--- src/rtl/tt_vfp_widen_sequencer.sv ---
// Operand-staging sequencer in front of the vector FP recode encoder: holds one source chunk
// and issues it as one beat (same-width) or two beats (widen lo/hi). Optional perf counters: TT_VFP_WIDEN_SEQ_PERF_EN.
module tt_vfp_widen_sequencer #(
    parameter int NUM_LANE = 2,
    parameter int TAG_W    = 8
) (
    input  logic                    i_clk,
    input  logic                    i_reset,
    input  logic                    i_flush,
    input  logic                    i_src_valid,
    output logic                    o_src_ready,
    input  logic [NUM_LANE*64-1:0]  i_src_data,
    input  logic                    i_src_widen,
    input  logic [TAG_W-1:0]        i_src_tag,
    input  logic                    i_src_last,
    output logic                    o_enc_valid,
    input  logic                    i_enc_ready,
    output logic [NUM_LANE*64-1:0]  o_enc_data,
    output logic [1:0]              o_enc_sel,
    output logic                    o_enc_half,
    output logic [TAG_W-1:0]        o_enc_tag,
    output logic                    o_enc_last,
    output logic                    o_busy
`ifdef TT_VFP_WIDEN_SEQ_PERF_EN
    ,
    output logic [31:0]             o_perf_beats,
    output logic [31:0]             o_perf_stall
`endif
);

    localparam logic [1:0] SEL_SAME = 2'd0;
    localparam logic [1:0] SEL_LO   = 2'd2;
    localparam logic [1:0] SEL_HI   = 2'd3;

    typedef enum logic [1:0] {
        IDLE = 2'd0,
        SAME = 2'd1,
        LO   = 2'd2,
        HI   = 2'd3
    } state_t;

    state_t                   state_q, state_d;
    logic [NUM_LANE*64-1:0]   data_q, data_d;
    logic [TAG_W-1:0]         tag_q, tag_d;
    logic                     heldLast_q, heldLast_d;
    logic                     valid_q, valid_d;
    logic [1:0]               sel_q, sel_d;
    logic                     half_q, half_d;
    logic                     last_q, last_d;
    logic                     srcReady;
    logic                     accept;

    // A new chunk may load when nothing is held, or when the final beat retires this cycle.
    assign srcReady = !i_reset && !i_flush &&
                      ((state_q == IDLE) ||
                       (((state_q == SAME) || (state_q == HI)) && i_enc_ready));
    assign accept   = i_src_valid && srcReady;

    always_comb begin
        state_d    = state_q;
        data_d     = data_q;
        tag_d      = tag_q;
        heldLast_d = heldLast_q;
        valid_d    = valid_q;
        sel_d      = sel_q;
        half_d     = half_q;
        last_d     = last_q;

        if (i_flush) begin
            state_d = IDLE;
            valid_d = 1'b0;
            sel_d   = SEL_SAME;
            half_d  = 1'b0;
            last_d  = 1'b0;
        end else if (accept) begin
            data_d     = i_src_data;
            tag_d      = i_src_tag;
            heldLast_d = i_src_last;
            valid_d    = 1'b1;
            half_d     = 1'b0;
            if (i_src_widen) begin
                state_d = LO;
                sel_d   = SEL_LO;
                last_d  = 1'b0;
            end else begin
                state_d = SAME;
                sel_d   = SEL_SAME;
                last_d  = i_src_last;
            end
        end else begin
            unique case (state_q)
                LO: begin
                    if (i_enc_ready) begin
                        state_d = HI;
                        sel_d   = SEL_HI;
                        half_d  = 1'b1;
                        last_d  = heldLast_q;
                    end
                end
                SAME, HI: begin
                    if (i_enc_ready) begin
                        state_d = IDLE;
                        valid_d = 1'b0;
                        sel_d   = SEL_SAME;
                        half_d  = 1'b0;
                        last_d  = 1'b0;
                    end
                end
                default: begin
                end
            endcase
        end
    end

    always_ff @(posedge i_clk) begin
        if (i_reset) begin
            state_q    <= IDLE;
            data_q     <= '0;
            tag_q      <= '0;
            heldLast_q <= 1'b0;
            valid_q    <= 1'b0;
            sel_q      <= SEL_SAME;
            half_q     <= 1'b0;
            last_q     <= 1'b0;
        end else begin
            state_q    <= state_d;
            data_q     <= data_d;
            tag_q      <= tag_d;
            heldLast_q <= heldLast_d;
            valid_q    <= valid_d;
            sel_q      <= sel_d;
            half_q     <= half_d;
            last_q     <= last_d;
        end
    end

    assign o_src_ready = srcReady;
    assign o_enc_valid = valid_q;
    assign o_enc_data  = data_q;
    assign o_enc_sel   = sel_q;
    assign o_enc_half  = half_q;
    assign o_enc_tag   = tag_q;
    assign o_enc_last  = last_q;
    assign o_busy      = valid_q || (state_q != IDLE);

`ifdef TT_VFP_WIDEN_SEQ_PERF_EN
    logic [31:0] perfBeats_q;
    logic [31:0] perfStall_q;

    // Saturating counters; flush intentionally leaves them alone.
    always_ff @(posedge i_clk) begin
        if (i_reset) begin
            perfBeats_q <= '0;
            perfStall_q <= '0;
        end else begin
            if (valid_q && i_enc_ready && (perfBeats_q != 32'hFFFF_FFFF)) begin
                perfBeats_q <= perfBeats_q + 32'd1;
            end
            if (valid_q && !i_enc_ready && (perfStall_q != 32'hFFFF_FFFF)) begin
                perfStall_q <= perfStall_q + 32'd1;
            end
        end
    end

    assign o_perf_beats = perfBeats_q;
    assign o_perf_stall = perfStall_q;
`endif

endmodule

--- config.mk ---
export PLATFORM = sky130hd
export DESIGN_NAME = tt_vfp_widen_sequencer
export DESIGN_NICKNAME = d
export VERILOG_FILES = /design/src/rtl/tt_vfp_widen_sequencer.sv
export SDC_FILE = /design/constraint.sdc
export NUM_CORES = 1
export LEC_CHECK = 0
export ABC_AREA = 1
export BUFFER_PORTS_ARGS = -buffer_cell sky130_fd_sc_hd__buf_2
export CAP_MARGIN = 15
export CORE_MARGIN = 2
export CORE_UTILIZATION = 39
export DETAILED_ROUTE_END_ITERATION = 12
export PLACE_DENSITY_LB_ADDON = 0.15
export SYNTH_ARGS = -nofsm -noshare
export SYNTH_HDL_FRONTEND = slang
export SYNTH_SLANG_ARGS = --single-unit
--- constraint.sdc ---
create_clock -name i_clk -period 1.7 [get_ports i_clk]
set_input_delay 0.425 -clock i_clk [delete_from_list [all_inputs] [get_ports i_clk]]
set_output_delay 0.425 -clock i_clk [all_outputs]
set_load 0.02 [all_outputs]
; After elaboration in Yosys (flattened, before gate mapping)
; Cells that the tools add are included.
[classes]
n_eq_ne = 7
muxes = 16
n_reduce_logical = 22
bitwise = 1
[op_table]
columns = cell, n
row1 = 2-bit two-way mux, 6
row2 = 2-bit nonzero test, 4
row3 = 1-bit two-way mux, 7
row4 = "3-bit != test, second input constant", 2
row5 = 3-bit AND reduction, 2
row6 = "2-bit equality test, second input constant", 2
row7 = 1-bit logical AND, 4
row8 = "2-bit != test, second input constant", 2
row9 = 1-bit one-hot mux with 2 select lines, 2
row10 = 2-bit one-hot mux with 2 select lines, 1
row11 = 2-bit AND reduction, 2
row12 = 2-bit OR reduction, 2
row13 = 1-bit logical OR, 3
row14 = 3-bit nonzero test, 1
row15 = 3-bit OR reduction, 1
row16 = "2-bit by 1-bit equality test with 1-bit output, second input constant", 1
row17 = 1-bit zero test, 2
row18 = 2-bit zero test, 1
row19 = 1-bit NOT, 1
[totals]
inputBits = 143
word_cells = 54
ff_bits = 144
out_inout_bits = 143

; Longest topological paths before layout
[logic_depth]
word_depth = 8
depth_mapped = 8
depth_no_buf = 7

; Least setup slack after synthesis
; No wires, ideal clock.
[synth_timing]
kind = input to output
from = input i_flush
to = output o_src_ready
slack_ns = 0.222
t_arrival_ns = 1.053
cell_stages = 3
n_path_buf = 0
t_required_ns = 1.275
path_cell_list = nor2_2 -> inv_1 -> nor2_1
[synth_between]
elab_chain_len = 3
[synth_rtl]
columns = element, line_no
row1 = "start, declared", 9  ; input logic i_flush,
row2 = 1-bit zero test, 54  ; assign srcReady = !i_reset && !i_flush &&
row3 = 1-bit logical AND (2 in a row), 54
row4 = "end, declared", 11  ; output logic o_src_ready,
; No other way between the ends.

; Final worst setup path
[layout_timing]
from = register state_q[0]
to = output o_src_ready
[layout_between]
elab_chain_len = 5
[layout_rtl]
columns = element, line_no
row1 = "start, declared", 42  ; state_t state_q, state_d;
row2 = "start signal, assigned", 126  ; state_q <= state_d;
row3 = 2-bit by 1-bit equality test with 1-bit output / 2-bit equality test (equally long branches), 56  ; (((state_q == SAME) || (state_q == HI)) && i_enc_ready));
row4 = 1-bit logical OR, 56
row5 = 1-bit logical AND, 56
row6 = 1-bit logical OR *, 55  ; ((state_q == IDLE) ||
row7 = 1-bit logical AND *, 54
; Mark *: on every way between the ends. The rest lies on a longest branch, timed or not.

==> out/metrics.yaml <==
drt:
  vias_per_cell: 4.53
  drt_iter0_drc: 328
  drtAntennaViolNets: 0
  drc: 0
  wl_per_cell_um: 12.9
  dr.pass1.iters: 4
  vias: 4975
  wirelength_um: 14200
outcome:
  violations: "negative setup slack"
  status: "complete, but fails checks"
finish:
  finish.utilization_pct: 56.9
  n_antenna_cell: 0
  fillers: 1225
  drive_gt1_share_pct: 36.2
  nets: 1058
  syn2layout_area_growth_pct: 43.3
synthesis:
  mappedNetlistNets: 784
  synth_top_family_by_area: "simple AND/OR/NAND/NOR gates"
  ys_types: 19
  syn-mean-instance-area_um2: 7.79
  ys_seq_area_share_pct: 57.4
  synth_area_leaders: "dfxtp_1 (57%), nand2_1 (21%), a21oi_1 (14%)"
  synthAdderAreaFrac_pct: 0
  syn-instance-count: 641
  synth_top_area_share_pct: 57.4
  yosys_warnings: 0
  synth_simple_gate_area_share_pct: 23.1
  synth_largest_area_cell: "dfxtp_1"
  synth_xor_area_share_pct: 0
  synth_seq_cells: 143
  synth_mux_area_share_pct: 0
  synth_compound_area_share_pct: 14.4
  synthesis.area_mm2: 0.00499
power:
  intPower_mw: 5.72
  leakagePower_nw: 3.33
  switching_share_pct: 24.0
  pwr-share-clk_pct: 43.2
  seqPwrFrac_pct: 46.7
  switchingPower_mw: 1.81
  peakVddDrop_v: 0.000834
  p_per_area_mw_per_mm2: 1050
  p_comb_share_pct: 10.1
  power_mw: 7.53
clocking:
  clk_pin_slew_ns: 0.06
  htreeDepth: 4
  worst_skew_pair.late_latency_ns: 0.41
  cts.sinks: 143
  clk_path_buf_depth: 2
  cts_root_buf: "clkbuf_16"
  numCtsBuffers: 17
  tritoncts: "yes"
timing:
  drv_slew: 0
  grt_setup_unrepaired: "true"
  period_share_pct: 103
  skew_ns: 0.00643
  period_needed_ns: 1.76
  worst_slack_ns: -0.0556
  worst_pin_slew_ns: 0.632
  fmax_mhz: 570
  hold_viol_final: 0
  relSlewSlack_pct: 57.9
  setup_viol: 1
critical_path:
  crit_path_max_incr_delay_ns: 0.37
  crit_chain: "o21ai_4 > buf_6 > inv_2 > nor2_4 > buf_6"
  crit_path_start_kind: "flop"
  worst_path_max_delay_cell: "dfxtp_4"
  crit_type: "flop to output port"
  crit_arrival_ns: 1.33
  required_ns: 1.27
  reg2reg_depth: 6
  end_kind: "output port"
  cp_max_fo: 5
  r2r_slack_ns: 0.18
  regToRegStartpoint: "state_q[1]$_SDFFE_PP0P_"
  rr_endpoint: "o_enc_data[52]$_SDFFE_PP0P_"
  cp_common_cell: "buf_6"
die:
  die_w_um: 117
  fp.dieH_um: 117
  num_rows: 41
  start_util_pct: 39.7
  core_mm2: 0.0126
  dieArea_mm2: 0.0137
  ios: 286
global_routing:
  grt_max_degree: 138
  first_global_vias: 4195
  antenna_found_initial: 0
  grt_usage_pct: 19.3
  grt_pass1_wl_um: 20400
  grt_overflow: 0
placed_design:
  port_buffers: 285
  pre_cts_slack_ns: -0.0413
  finalWeightedCongestion: 0.751
  hpwlAfterDp_um: 9420
worst_hold_path:
  min_path_cells: 3
  min_path_type: "input pin to flop"
  holdPathEnd: "o_enc_data[118]$_SDFFE_PP0P_"
  worstHoldStart: "i_src_data[118]"
run:
  cap_violations: 0
## worst max path at each step
stage	slack [ns]	end	from
5_1_grt	-0.13	o_src_ready	state_q[0]$_SDFFE_PP0P_
2_1_floorplan	0.22	o_src_ready	i_flush
3_5_place_dp	-0.04	o_enc_data[52]$_SDFFE_PP0P_	i_enc_ready
3_3_place_gp	-0.008	o_enc_data[100]$_SDFFE_PP0P_	i_enc_ready
6_report	-0.06	o_src_ready	state_q[0]$_SDFFE_PP0P_
4_1_cts	-0.06	o_src_ready	state_q[0]$_SDFFE_PP0P_
## timing repair
action,4_1_cts,5_1_grt
hold buffers,0,0
endpoints found under the setup margin,1,64
gates resized for setup,8,4
pin swaps,2,0
gates cloned,0,0
buffers inserted,3,0
hold endpoints to repair,0,0
## state kept, by name, indices dropped and copies added, names as in the netlist
name,cells
o_enc_last,1
o_enc_half,1
o_enc_tag,8
o_enc_data,128
o_enc_sel,1
state_q,2
heldLast_q,1
o_enc_valid,1
## cells in the final DEF (no fill, tap or decap), drive strengths merged
cell	netlist	routed
buf	20	301
nand2	282	282
dfxtp	143	143
a21oi	140	140
clkbuf	26	24
inv	9	9
nor2	9	9
clkinv	0	5
o21ai	3	3
nand3	3	3
nand3b	2	2
nor3	2	2
nand4	2	2
clkinvlp	0	1
## logic make-up after synthesis
logic type / count (synthesis)
AND/OR/NAND/NOR: 300
buffers and inverters: 55
flip-flops: 143
AO/OA/AOI/OAI: 143
## power groups by stage
stage | Combinational [mW] | Clock, mW | Sequential [mW]
2_1_floorplan | 0.268 | 0 | 3.72
6_report | 0.759 | 3.26 | 3.52
3_5_place_dp | 0.753 | 0 | 3.59
5_1_grt | 0.837 | 3.48 | 3.53
3_3_place_gp | 0.754 | 0 | 3.58
4_1_cts | 0.763 | 3.35 | 3.51
## routing by layer
layer  track usage (%)  share of wire (%)  up-vias
li1                  -                  -     2599
met1              21.9                 41     2182
met2              32.1                 48      171
met3              7.62                8.5       23
met4              8.55                2.1        0
met5                 0                  0        -
## through the flow
stage	setup TNS, ns	hold WS, ns	std cells	cell area (µm²)
2_1_floorplan	0	0.445	641	4990
3_3_place_gp	-0.00826	0.449	1065	6570
3_5_place_dp	-0.956	0.452	1065	6570
4_1_cts	-0.0579	0.229	1098	7130
5_1_grt	-0.125	0.242	1098	7150
6_report	-0.0556	0.254	1098	7150
## worst max-delay path, delay by kind of cell (launching register included)
family	cells	cell delay, ns
buf+inv	3	0.28
compound gates	1	0.16
simple gates	1	0.10
flops	1	0.37
## cells in the mapped netlist
cell type / n
clkbuf_1: 26
o21ai_0: 2
dfxtp_1: 143
nor2_2: 1
nand3_1: 2
nand4_1: 2
buf_6: 1
nor3_1: 2
buf_4: 8
o21ai_2: 1
nand3_2: 1
buf_1: 1
nand3b_1: 2
a21oi_1: 140
buf_2: 10
inv_1: 8
nand2_1: 282
nor2_1: 8
inv_2: 1
## final cells by class
cell class / instances / area (µm²) / share of cell area (%)
sequential: 143 / 2870 / 40.1
inverter: 9 / 36.3 / 0.507
tap: 172 / 215 / 3.01
timing repair buffer: 301 / 1610 / 22.6
clock inverter: 6 / 36.3 / 0.507
multi-input combinational: 443 / 1900 / 26.6
clock buffer: 24 / 482 / 6.74
Power figures use the tool's default switching activity.
